--- src/rtl/wave_capture.sv ---
// wave_capture: triggered oscilloscope-style capture of an audio stream into
// a double-buffered sample RAM.  A negative-to-non-negative zero crossing arms
// a 256-entry capture into the bank the display is not reading; once the bank
// is full the block waits for the display to go idle, then swaps banks.
module wave_capture #(
    parameter int DECIMATE = 1
) (
    input  logic               clk,
    input  logic               reset,
    input  logic               new_sample_ready,
    input  logic signed [15:0] new_sample_in,
    input  logic               wave_display_idle,
    output logic        [8:0]  write_address,
    output logic               write_enable,
    output logic        [7:0]  write_sample,
    output logic               read_index
);

    typedef enum logic [1:0] {
        ARMED,
        ACTIVE,
        WAIT
    } state_t;

    // Decimation count value at which the current sample is stored.
    localparam logic [7:0] DEC_LAST = 8'(DECIMATE - 1);

    state_t             state;
    logic signed [15:0] prev;
    logic        [7:0]  index;
    logic        [7:0]  dec_count;
    logic               trigger;
    logic               dec_due;

    // Signed sample to offset-binary byte: keep the top 8 bits, flip the sign.
    function automatic logic [7:0] to_offset_binary(input logic signed [15:0] s);
        return {~s[15], s[14:8]};
    endfunction

    // Zero crossing from a negative previous sample to a non-negative new one.
    assign trigger = new_sample_ready && (prev < 16'sd0) && (new_sample_in >= 16'sd0);
    assign dec_due = (dec_count == DEC_LAST);

    assign write_address = {~read_index, index};
    assign write_sample  = to_offset_binary(new_sample_in);

    // Write strobe is combinational so the RAM sees the sample in its strobe cycle.
    always_comb begin
        write_enable = 1'b0;
        if (!reset && new_sample_ready) begin
            case (state)
                ARMED:   write_enable = trigger;
                ACTIVE:  write_enable = dec_due;
                default: write_enable = 1'b0;
            endcase
        end
    end

    // Capture state machine, sample history, write index and bank select.
    always_ff @(posedge clk) begin
        if (reset) begin
            state      <= ARMED;
            prev       <= 16'sd0;
            index      <= 8'd0;
            dec_count  <= 8'd0;
            read_index <= 1'b0;
        end else begin
            if (new_sample_ready) begin
                prev <= new_sample_in;
            end
            case (state)
                ARMED: begin
                    // Trigger sample lands at index 0 this cycle; continue at 1.
                    if (trigger) begin
                        index     <= 8'd1;
                        dec_count <= 8'd0;
                        state     <= ACTIVE;
                    end
                end
                ACTIVE: begin
                    if (new_sample_ready) begin
                        if (dec_due) begin
                            dec_count <= 8'd0;
                            // Index wraps to 0 after entry 255, ready for the next capture.
                            index     <= index + 8'd1;
                            if (index == 8'd255) begin
                                state <= WAIT;
                            end
                        end else begin
                            dec_count <= dec_count + 8'd1;
                        end
                    end
                end
                WAIT: begin
                    // Swap banks only while the display is not drawing.
                    if (wave_display_idle) begin
                        read_index <= ~read_index;
                        state      <= ARMED;
                    end
                end
                default: state <= ARMED;
            endcase
        end
    end

endmodule
--- config.mk ---
export PLATFORM = sky130hd
export DESIGN_NAME = wave_capture
export DESIGN_NICKNAME = d
export VERILOG_FILES = /design/src/rtl/wave_capture.sv
export SDC_FILE = /design/constraint.sdc
export NUM_CORES = 1
export LEC_CHECK = 0
export BUFFER_PORTS_ARGS = -buffer_cell sky130_fd_sc_hd__buf_2
export CORE_ASPECT_RATIO = 0.6
export CORE_MARGIN = 4
export CORE_UTILIZATION = 49
export CTS_CLUSTER_SIZE = 16
export DETAILED_ROUTE_END_ITERATION = 6
export PLACE_DENSITY = 0.81
export SLEW_MARGIN = 20
export SYNTH_ARGS = -nofsm -noshare
export SYNTH_HDL_FRONTEND = slang
export SYNTH_SLANG_ARGS = --single-unit
--- constraint.sdc ---
create_clock -name clk -period 1.8 [get_ports clk]
set_input_delay 0.27 -clock clk [delete_from_list [all_inputs] [get_ports clk]]
set_output_delay 0.27 -clock clk [all_outputs]
set_load 0.01 [all_outputs]
### After elaboration in Yosys (flattened, before gate mapping)

Index checks and enable logic that the tools add are counted.

* register bits after elaboration: 35
* output and inout bits: 19
* logic and storage cells: 46

* add/subtract/negate cells: 2
* order comparisons: 2
* equal/unequal tests: 8
* multiplexer cells: 16
* bitwise gates (word level): 2
* reductions and logical operators: 11

Operators with widths (count)
* two-way mux 8 bit: 6
* case mux 8 bit (2 select lines): 2
* adder 8 x 1 -> 8 bit (second input constant): 2
* greater-or-equal comparator 16 x 1 -> 1 bit (second input constant): 1
* < comparator 16 x 1 -> 1 bit (second input constant): 1
* two-way mux 2 bit: 5
* != test 2 bit (second input constant): 5
* == test 8 bit (second input constant): 1
* logical NOT 8 bit: 1
* case mux 2 bit (3 select lines): 1
* AND reduction 5 bit: 1
* AND reduction 4 bit: 1
* logical AND 1 bit: 3
* AND reduction 3 bit: 1
* == test 2 x 1 -> 1 bit (second input constant): 1
* == test 2 bit (second input constant): 1
* logical NOT 2 bit: 1
* inverter 1 bit: 2
* case mux 1 bit (2 select lines): 1
* AND reduction 2 bit: 1
* nonzero test 2 bit: 1
* logical NOT 1 bit: 1
* two-way mux 1 bit: 1

### Logic depth before layout (Yosys ltp)

Gate-level depths: netlist of the first run.

* depth after elaboration: 5
* depth in mapped cells: 7
* gate-level depth less buffers: 6

### Worst setup path after synthesis of the first run

No wires, ideal clock.

* kind: flip-flop to flip-flop
* start: reg dec_count[0]
* end: reg index[5]
* setup time: 74 ps
* data arrival time: 1562 ps
* required time: 1726 ps
* setup slack: 164 ps
* cell stages (with the launch flop): 7
* buffers on the path: 0
* clock period less this slack: 1636 ps
* cells stage by stage: dfxtp_1 inv_1 ha_1 or4b_4 nor4_4 a41oi_1 a31oi_1

* cells in the longest elaborated chain, start to end: 3

RTL lines
* from (decl): line 31 `logic [7:0] dec_count;`
* from (signal assigned): line 90 `dec_count <= dec_count + 8'd1;`
* logical NOT 8 bit: line 42 `assign dec_due = (dec_count == DEC_LAST);`
* != test 2 bit (no line)
* AND reduction 4 bit (no line)
* to (signal assigned): line 85 `index <= index + 8'd1;`
* to (decl): line 30 `logic [7:0] index;`

No other way between the ends.
A chain may end at the register's enable or synchronous reset.

### Worst setup path after layout of the first run

Same ends and word-level chain as after synthesis.

==> results of run 1 <==
==> worst max-delay path: cells and delay by family (launching register included) <==
kind / cells / cell delay, ps
compound gates: 2 / 250
fa+ha+maj: 1 / 140
buf+inv: 2 / 270
flops: 1 / 320
simple gates: 2 / 710
==> routing by layer <==
metal	wire length, µm	part of all wire, %
met5	0	0
met4	6	0.23
met3	207	7.9
met2	1090	42
met1	1320	50
==> registers in the layout, summed over array words and instances, names as in the netlist <==
| register | count |
|---|---|
| index | 8 |
| state | 2 |
| read_index | 1 |
| prev | 1 |
| dec_count | 8 |
==> Yosys cell counts, types with 2 or more instances <==
master,instances
and3_1,4
clkbuf_1,4
xor2_1,4
nand2_1,10
o2111ai_1,3
mux2i_1,2
or3_1,3
a41oi_1,2
dfxtp_1,20
buf_4,8
a31oi_1,5
ha_1,3
nor2_1,10
a21oi_1,7
xnor2_1,2
nor2b_1,2
inv_1,9
nor3_1,3
o211ai_1,2
o21ai_0,8
and2_1,2
nand2b_1,3
nand3_1,5
==> final timing paths <==
kind              end  slack [ps]
min reg2reg  index[6]         510
min          state[1]         330
max reg2reg  index[5]          50
max          index[5]          50
==> placed cells by master (no fill, tap or decap), types with 4 or more instances in the layout <==
cell / n
clkbuf_8: 4
inv_1: 8
a21oi_1: 7
dfxtp_1: 19
nor2_1: 10
o21ai_0: 8
buf_4: 12
buf_2: 16
and3_1: 4
a31oi_1: 5
nand2_1: 10
xor2_1: 4
nand3_1: 5
==> timing repair <==
action | CTS | global route
pin swaps | 1 | 5
gates cloned | 0 | 0
hold endpoints to repair | 0 | 0
endpoints found under the setup margin | 2 | 3
resized for setup | 0 | 7
setup buffers | 1 | 1
==> power by group <==
part / switching, µW / internal [µW] / total [µW]
registers: 2.77 / 445 / 448
logic: 32.7 / 20.8 / 53.5
clock network: 142 / 194 / 336
total: 177 / 660 / 838
==> final cells by class <==
type | instances | area [µm²]
clock buffers | 4 | 55.1
flip-flops and latches | 20 | 402
repair buffers | 28 | 170
multi-input cells | 94 | 657
well taps | 30 | 37.5
inverters | 9 | 33.8
fillers | 194 | 825
==> per-stage QoR <==
| stage | instances | cell area (µm²) |
|---|---|---|
| final | 185 | 1360 |
| after global routing | 185 | 1360 |
| after CTS | 184 | 1310 |
| after floorplan | 135 | 1130 |
| after detailed placement | 179 | 1250 |
| after global placement | 179 | 1250 |
==> cell families after synthesis <==
group / Yosys count / share of synthesized area, %
AND/OR/NAND/NOR: 52 / 27.6
flip-flops: 20 / 35.4
multiplexers: 2 / 1.77
buffers and inverters: 21 / 9.61
AO/OA/AOI/OAI: 31 / 17.7
adder cells (fa/ha/maj): 3 / 3.32
XOR/XNOR: 6 / 4.64
==> impl_metrics.sql, run 1 <==
INSERT INTO impl_metrics (metric_group, metric, value, unit) VALUES
('run_status', 'outcome', 'finished clean', ''),
('logic_synthesis', 'synth.lib_cells_used.distinct', '37', ''),
('die', 'die_y', '45.2', 'µm'),
('global_routing', 'grt_remaining_overflow', '0', ''),
('clock_network', 'clock_sinks', '20', ''),
('global_routing', 'grt_first_pass_wirelength', '4080', 'µm'),
('logic_synthesis', 'synth_nets', '158', ''),
('power_and_ir_drop', 'fin_total_pwr', '838', 'µW'),
('logic_synthesis', 'yosys_warnings', '0', ''),
('route', 'drc', '0', ''),
('clock_network', 'cts.root.buffer_cell', 'clkbuf_8', ''),
('placed_design', 'io_buffers', '16', ''),
('power_and_ir_drop', 'power.density_cell_area', '618', 'nW/µm²'),
('die', 'design.portCount', '39', ''),
('sta', 'finalSetupViolations', '0', ''),
('setup_path', 'critical_path_arrival', '1940', 'ps'),
('finish', 'area_growth_syn_to_layout', '19.7', '%'),
('power_and_ir_drop', 'leakage', '0.000547', 'µW'),
('clock_network', 'h-tree-depth', '1', ''),
('flow_run', 'cap_viol_max_count', '0', ''),
('die', 'core_area', '2180', 'µm²'),
('setup_path', 'timing.critical_path.required', '1990', 'ps'),
('route', 'ant_nets', '0', ''),
('clock_network', 'tritoncts.num_buffers', '3', ''),
('logic_synthesis', 'synth_area_leader_cell', 'dfxtp_1', ''),
('global_routing', 'grtUsageMet1', '23.6', '%'),
('finish', 'net_total_in_the_final_layout', '179', ''),
('sta', 'worst_slack', '46.5', 'ps'),
('global_routing', 'vias_in_the_first_global_route', '885', ''),
('finish', 'num_antenna_cells', '0', ''),
('setup_path', 'cp_slowest_cell', 'or4b_4', ''),
('sta', 'post-route-min-period', '1750', 'ps'),
('logic_synthesis', 'post_synth_main_area_contributors', 'dfxtp_1 35%, buf_4 5.3%, o21ai_0 3.5%, ha_1 3.3%, nand2_1 3.3%', ''),
('sta', 'skew', '4.10', 'ps'),
('placed_design', 'pre_cts_slack', '1.72', 'ps'),
('min_path', 'hp-class', 'input port to register', ''),
('global_routing', 'globalRouteTotalUtil', '16.5', '%'),
('global_routing', 'antenna_found_initial', '0', ''),
('sta', 'timing.hold.ws', '326', 'ps'),
('setup_path', 'critical_path_cell_by_cell', 'inv_1 > ha_4 > or4b_4 > nor4_4 > buf_4 > a41oi_2 > a31oi_1', ''),
('clock_network', 'cts_hold_buffers', '0', ''),
('logic_synthesis', 'count_of_flip_flops_with_a_built_in_enable_after_synthesis', '0', ''),
('global_routing', 'met3_grt_util', '5.33', '%'),
('logic_synthesis', 'mappedNetlistArea', '1130', 'µm²'),
('route', 'detailroute.via_count', '1029', ''),
('sta', 'fin_setup_tns', '0', 'ps'),
('logic_synthesis', 'synth.yosys.seq_area_share', '35.4', '%'),
('finish', 'finalCoreUtilization', '62.2', '%'),
('clock_network', 'ctsLongestPathBuffers', '2', ''),
('placed_design', 'post-dp-hpwl', '2050', 'µm'),
('min_path', 'min_delay_startpoint', 'wave_display_idle', ''),
('global_routing', 'groute.layer.met2.usage', '24.8', '%'),
('route', 'drtIter0Drc', '80', ''),
('setup_path', 'worst-path-max-fanout', '6', ''),
('sta', 'max_freq', '570', 'MHz'),
('logic_synthesis', 'ys_dominant_reg_cell', 'dfxtp_1', ''),
('placed_design', 'gp_congestion', '0.845', ''),
('route', 'drt-pass1-iter-count', '4', ''),
('clock_network', 'clock_tree_from_tritoncts', 'done', ''),
('finish', 'final_layout_size_suffix_gt1_share', '27.1', '%'),
('logic_synthesis', 'synthArstFlopShare', '0', '%'),
('logic_synthesis', 'post_synth_top_area_share', '35.4', '%'),
('setup_path', 'worst_path_largest_cell_delay', '490', 'ps'),
('route', 'wire_length_after_detailed_routing', '2630', 'µm'),
('power_and_ir_drop', 'ir_worst_vdd', '0.601', 'mV'),
('sta', 'worst_pin_slew', '378', 'ps'),
('clock_network', 'clkLatencyLatePin', '250', 'ps'),
('die', 'die_x', '70.1', 'µm'),
('clock_network', 'clock_input_transition_at_the_sequential_cells_of_the_worst_setup_and_hold_paths', '70', 'ps'),
('setup_path', 'r2r_cells', '7', ''),
('setup_path', 'critPathCaptureType', 'register', '');
Note: power is estimated with default switching activity, not from simulation.
==> run 2, diff against run 1 <==
--- a/config.mk
+++ b/config.mk
@@ -12,6 +12,7 @@
 export CTS_CLUSTER_SIZE = 16
 export DETAILED_ROUTE_END_ITERATION = 6
 export PLACE_DENSITY = 0.81
+export SETUP_SLACK_MARGIN = 0.5
 export SLEW_MARGIN = 20
 export SYNTH_ARGS = -nofsm -noshare
 export SYNTH_HDL_FRONTEND = slang
==> run 2 against run 1 <==
Against the previous run:
- utilization is 3.0 points higher
- wire length is 12% higher
- largest power group unchanged
- final area is 4.8% higher
- highest routed layer unchanged
==> impl_metrics.sql, run 2 (same netlist as run 1, synthesis figures left out) <==
INSERT INTO impl_metrics (metric_group, metric, value, unit) VALUES
('run_status', 'outcome', 'finished clean', ''),
('finish', 'biggestRegsByFlops', 'dec_count x8, index x8, state x2', ''),
('die', 'core_area', '2180', 'µm²'),
('sta', 'skew', '4.66', 'ps'),
('sta', 'worst_pin_slew', '387', 'ps'),
('sta', 'finalSetupViolations', '0', ''),
('setup_path', 'critPathCaptureType', 'register', ''),
('min_path', 'hp-class', 'input port to register', ''),
('placed_design', 'io_buffers', '16', ''),
('sta', 'post-route-min-period', '1750', 'ps'),
('die', 'die_y', '45.2', 'µm'),
('setup_path', 'critical_path_class', 'register to register', ''),
('clock_network', 'cts_hold_buffers', '0', ''),
('finish', 'top_library_cells_by_usage_in_the_layout_fill_and_taps_aside', '16 x dfxtp_1, 16 x buf_2, 11 x buf_4, 9 x nand2_1', ''),
('power_and_ir_drop', 'power.density_cell_area', '561', 'nW/µm²'),
('finish', 'num_antenna_cells', '0', ''),
('route', 'wire_length_after_detailed_routing', '2940', 'µm'),
('power_and_ir_drop', 'pwr-share-seq', '56.2', '%'),
('global_routing', 'met3_grt_util', '6.00', '%'),
('finish', 'post-route-cell-area', '1420', 'µm²'),
('clock_network', 'clock_input_transition_at_the_sequential_cells_of_the_worst_setup_and_hold_paths', '70', 'ps'),
('setup_path', 'timing.critical_path.required', '1990', 'ps'),
('setup_path', 'critical_path_arrival', '1930', 'ps'),
('setup_path', 'critical_path_launch_point_type', 'register', ''),
('finish', 'multi_input_area', '717', 'µm²'),
('route', 'route.detailed.wl_per_inst', '15.9', 'µm'),
('placed_design', 'placed_cell_area', '1260', 'µm²'),
('sta', 'fin_setup_tns', '0', 'ps'),
('route', 'drt-pass1-iter-count', '4', ''),
('power_and_ir_drop', 'switching_share', '22.6', '%'),
('route', 'drc', '0', ''),
('setup_path', 'critical_path_cell_by_cell', 'inv_2 > ha_4 > or4b_4 > nor4_4 > buf_4 > buf_4 > o2bb2ai_2', ''),
('finish', 'finalCoreUtilization', '65.2', '%'),
('sta', 'max_slew_margin', '73.9', '%'),
('sta', 'setup_repair_after_global_routing_missed_its_margin', 'yes', ''),
('clock_network', 'clock_sinks', '20', ''),
('sta', 'max_freq', '573', 'MHz'),
('setup_path', 'worst_path_dominant_cell_family', 'simple AND/OR/NAND/NOR gates', ''),
('route', 'drtIter0Drc', '73', ''),
('route', 'post_drt_via_cell_ratio', '5.88', ''),
('global_routing', 'grt_busiest_layer', 'met2', ''),
('die', 'die_x', '70.1', 'µm'),
('die', 'design.die.area', '3170', 'µm²'),
('clock_network', 'ctsLongestPathBuffers', '2', ''),
('setup_path', 'worst-path-max-fanout', '5', ''),
('setup_path', 'cp_num_buf_inv', '3', ''),
('placed_design', 'gp_congestion', '0.874', ''),
('clock_network', 'cts.root.buffer_cell', 'clkbuf_8', ''),
('setup_path', 'worst_path_largest_cell_delay', '480', 'ps'),
('finish', 'area_growth_syn_to_layout', '25.4', '%'),
('route', 'detailroute.via_count', '1088', ''),
('placed_design', 'post-dp-hpwl', '2060', 'µm'),
('die', 'initial_utilization', '52.0', '%'),
('finish', 'filler_cell_count', '194', ''),
('die', 'row_cnt', '13', ''),
('sta', 'hold_violations', '0', ''),
('power_and_ir_drop', 'comb_power_share', '7.6', '%'),
('finish', 'final_layout_size_suffix_gt1_share', '39.4', '%'),
('finish', 'net_total_in_the_final_layout', '180', ''),
('global_routing', 'grt_remaining_overflow', '0', ''),
('finish', 'layoutNonFillerInstCount', '185', ''),
('route', 'ant_nets', '0', ''),
('power_and_ir_drop', 'ir_worst_vdd', '0.464', 'mV'),
('sta', 'slew_viol_final', '0', ''),
('global_routing', 'grt_first_pass_wirelength', '4710', 'µm'),
('setup_path', 'cpMostUsedCell', 'buf_4', ''),
('power_and_ir_drop', 'power.net_switching', '180', 'µW'),
('global_routing', 'vias_in_the_first_global_route', '1054', ''),
('power_and_ir_drop', 'leakage', '0.000556', 'µW'),
('die', 'design.portCount', '39', ''),
('global_routing', 'globalRouteTotalUtil', '18.7', '%'),
('placed_design', 'placed_cells', '179', ''),
('setup_path', 'cp_slowest_cell', 'or4b_4', ''),
('finish', 'area.sequential', '405', 'µm²'),
('power_and_ir_drop', 'cell_internal_pwr', '616', 'µW'),
('clock_network', 'tritoncts.num_buffers', '3', ''),
('clock_network', 'h-tree-depth', '1', ''),
('sta', 'fin_crit_sh', '97.0', '%'),
('flow_run', 'cap_viol_max_count', '0', ''),
('clock_network', 'clock_tree_from_tritoncts', 'done', ''),
('power_and_ir_drop', 'power_share_of_the_clock_group', '36.2', '%'),
('global_routing', 'antenna_found_initial', '0', ''),
('global_routing', 'grt_start_max_net_pins', '14', ''),
('global_routing', 'groute.layer.met2.usage', '31.9', '%'),
('clock_network', 'clkLatencyLatePin', '250', 'ps'),
('global_routing', 'grtUsageMet1', '24.4', '%');
-- run 2: changes by cell type in the layout (fill, tap and decap cells not counted), moves of 2 or more --
| cell | change |
|---|---|
| nor2_1 | -3 |
| nor2_2 | +3 |
| dfxtp_1 | -3 |
| a21oi_2 | +5 |
| dfxtp_2 | +3 |
| buf_6 | +2 |
| a21oi_1 | -5 |
-- run 2: per-layer routing --
layer / vias to the layer above / share of wire, %
li1: 517 / -
met1: 531 / 44
met2: 38 / 47
met3: 2 / 7.6
met4: 0 / 0.65
met5: - / 0
-- run 2: final timing paths --
check,cells past startpoint,slack (ps),endpoint,from
setup reg to reg,7,50,index[7],dec_count[1]
hold / removal,3,330,state[1],wave_display_idle
hold reg to reg,2,510,index[1],index[1]
setup / recovery,7,50,index[7],dec_count[1]
-- run 2: cell type report --
| type | instances | area share (%) |
|---|---|---|
| Multi-Input combinational cell | 94 | 50.5 |
| Sequential cell | 20 | 28.5 |
| Timing Repair Buffer | 29 | 13.0 |
| Clock buffer | 3 | 2.91 |
| Tap cell | 30 | 2.64 |
| Inverter | 9 | 2.38 |
-- run 2: worst min-delay path: cells and delay by family --
family,cells,cell delay (ps)
AND/OR/NAND/NOR,1,110
buffers and inverters,1,90
AO/OA/AOI/OAI,1,70
-- run 2: repair_timing --
action	CTS	global route
gates resized for setup	16	11
setup buffers	3	0
endpoints found under the setup margin	19	19
pin swaps	7	4
-- run 2: per-stage QoR --
| step | setup WS (ps) | hold WS, ps | power, µW |
|---|---|---|---|
| final | 54.5 | 330 | 796 |
| after global routing | -2.28 | 360 | 821 |
| after floorplan | 171 | 417 | 505 |
| after detailed placement | 49.3 | 491 | 511 |
| after global placement | 110 | 480 | 509 |
| after CTS | 38.2 | 329 | 796 |
-- run 2: power groups by stage --
stage / clock network (µW) / logic, µW / registers [µW]
finish: 288 / 60.1 / 448
global route: 307 / 66.0 / 448
CTS: 291 / 56.9 / 447
detailed placement: 0 / 53.6 / 458
global placement: 0 / 51.3 / 458
floorplan: 0 / 46.7 / 458
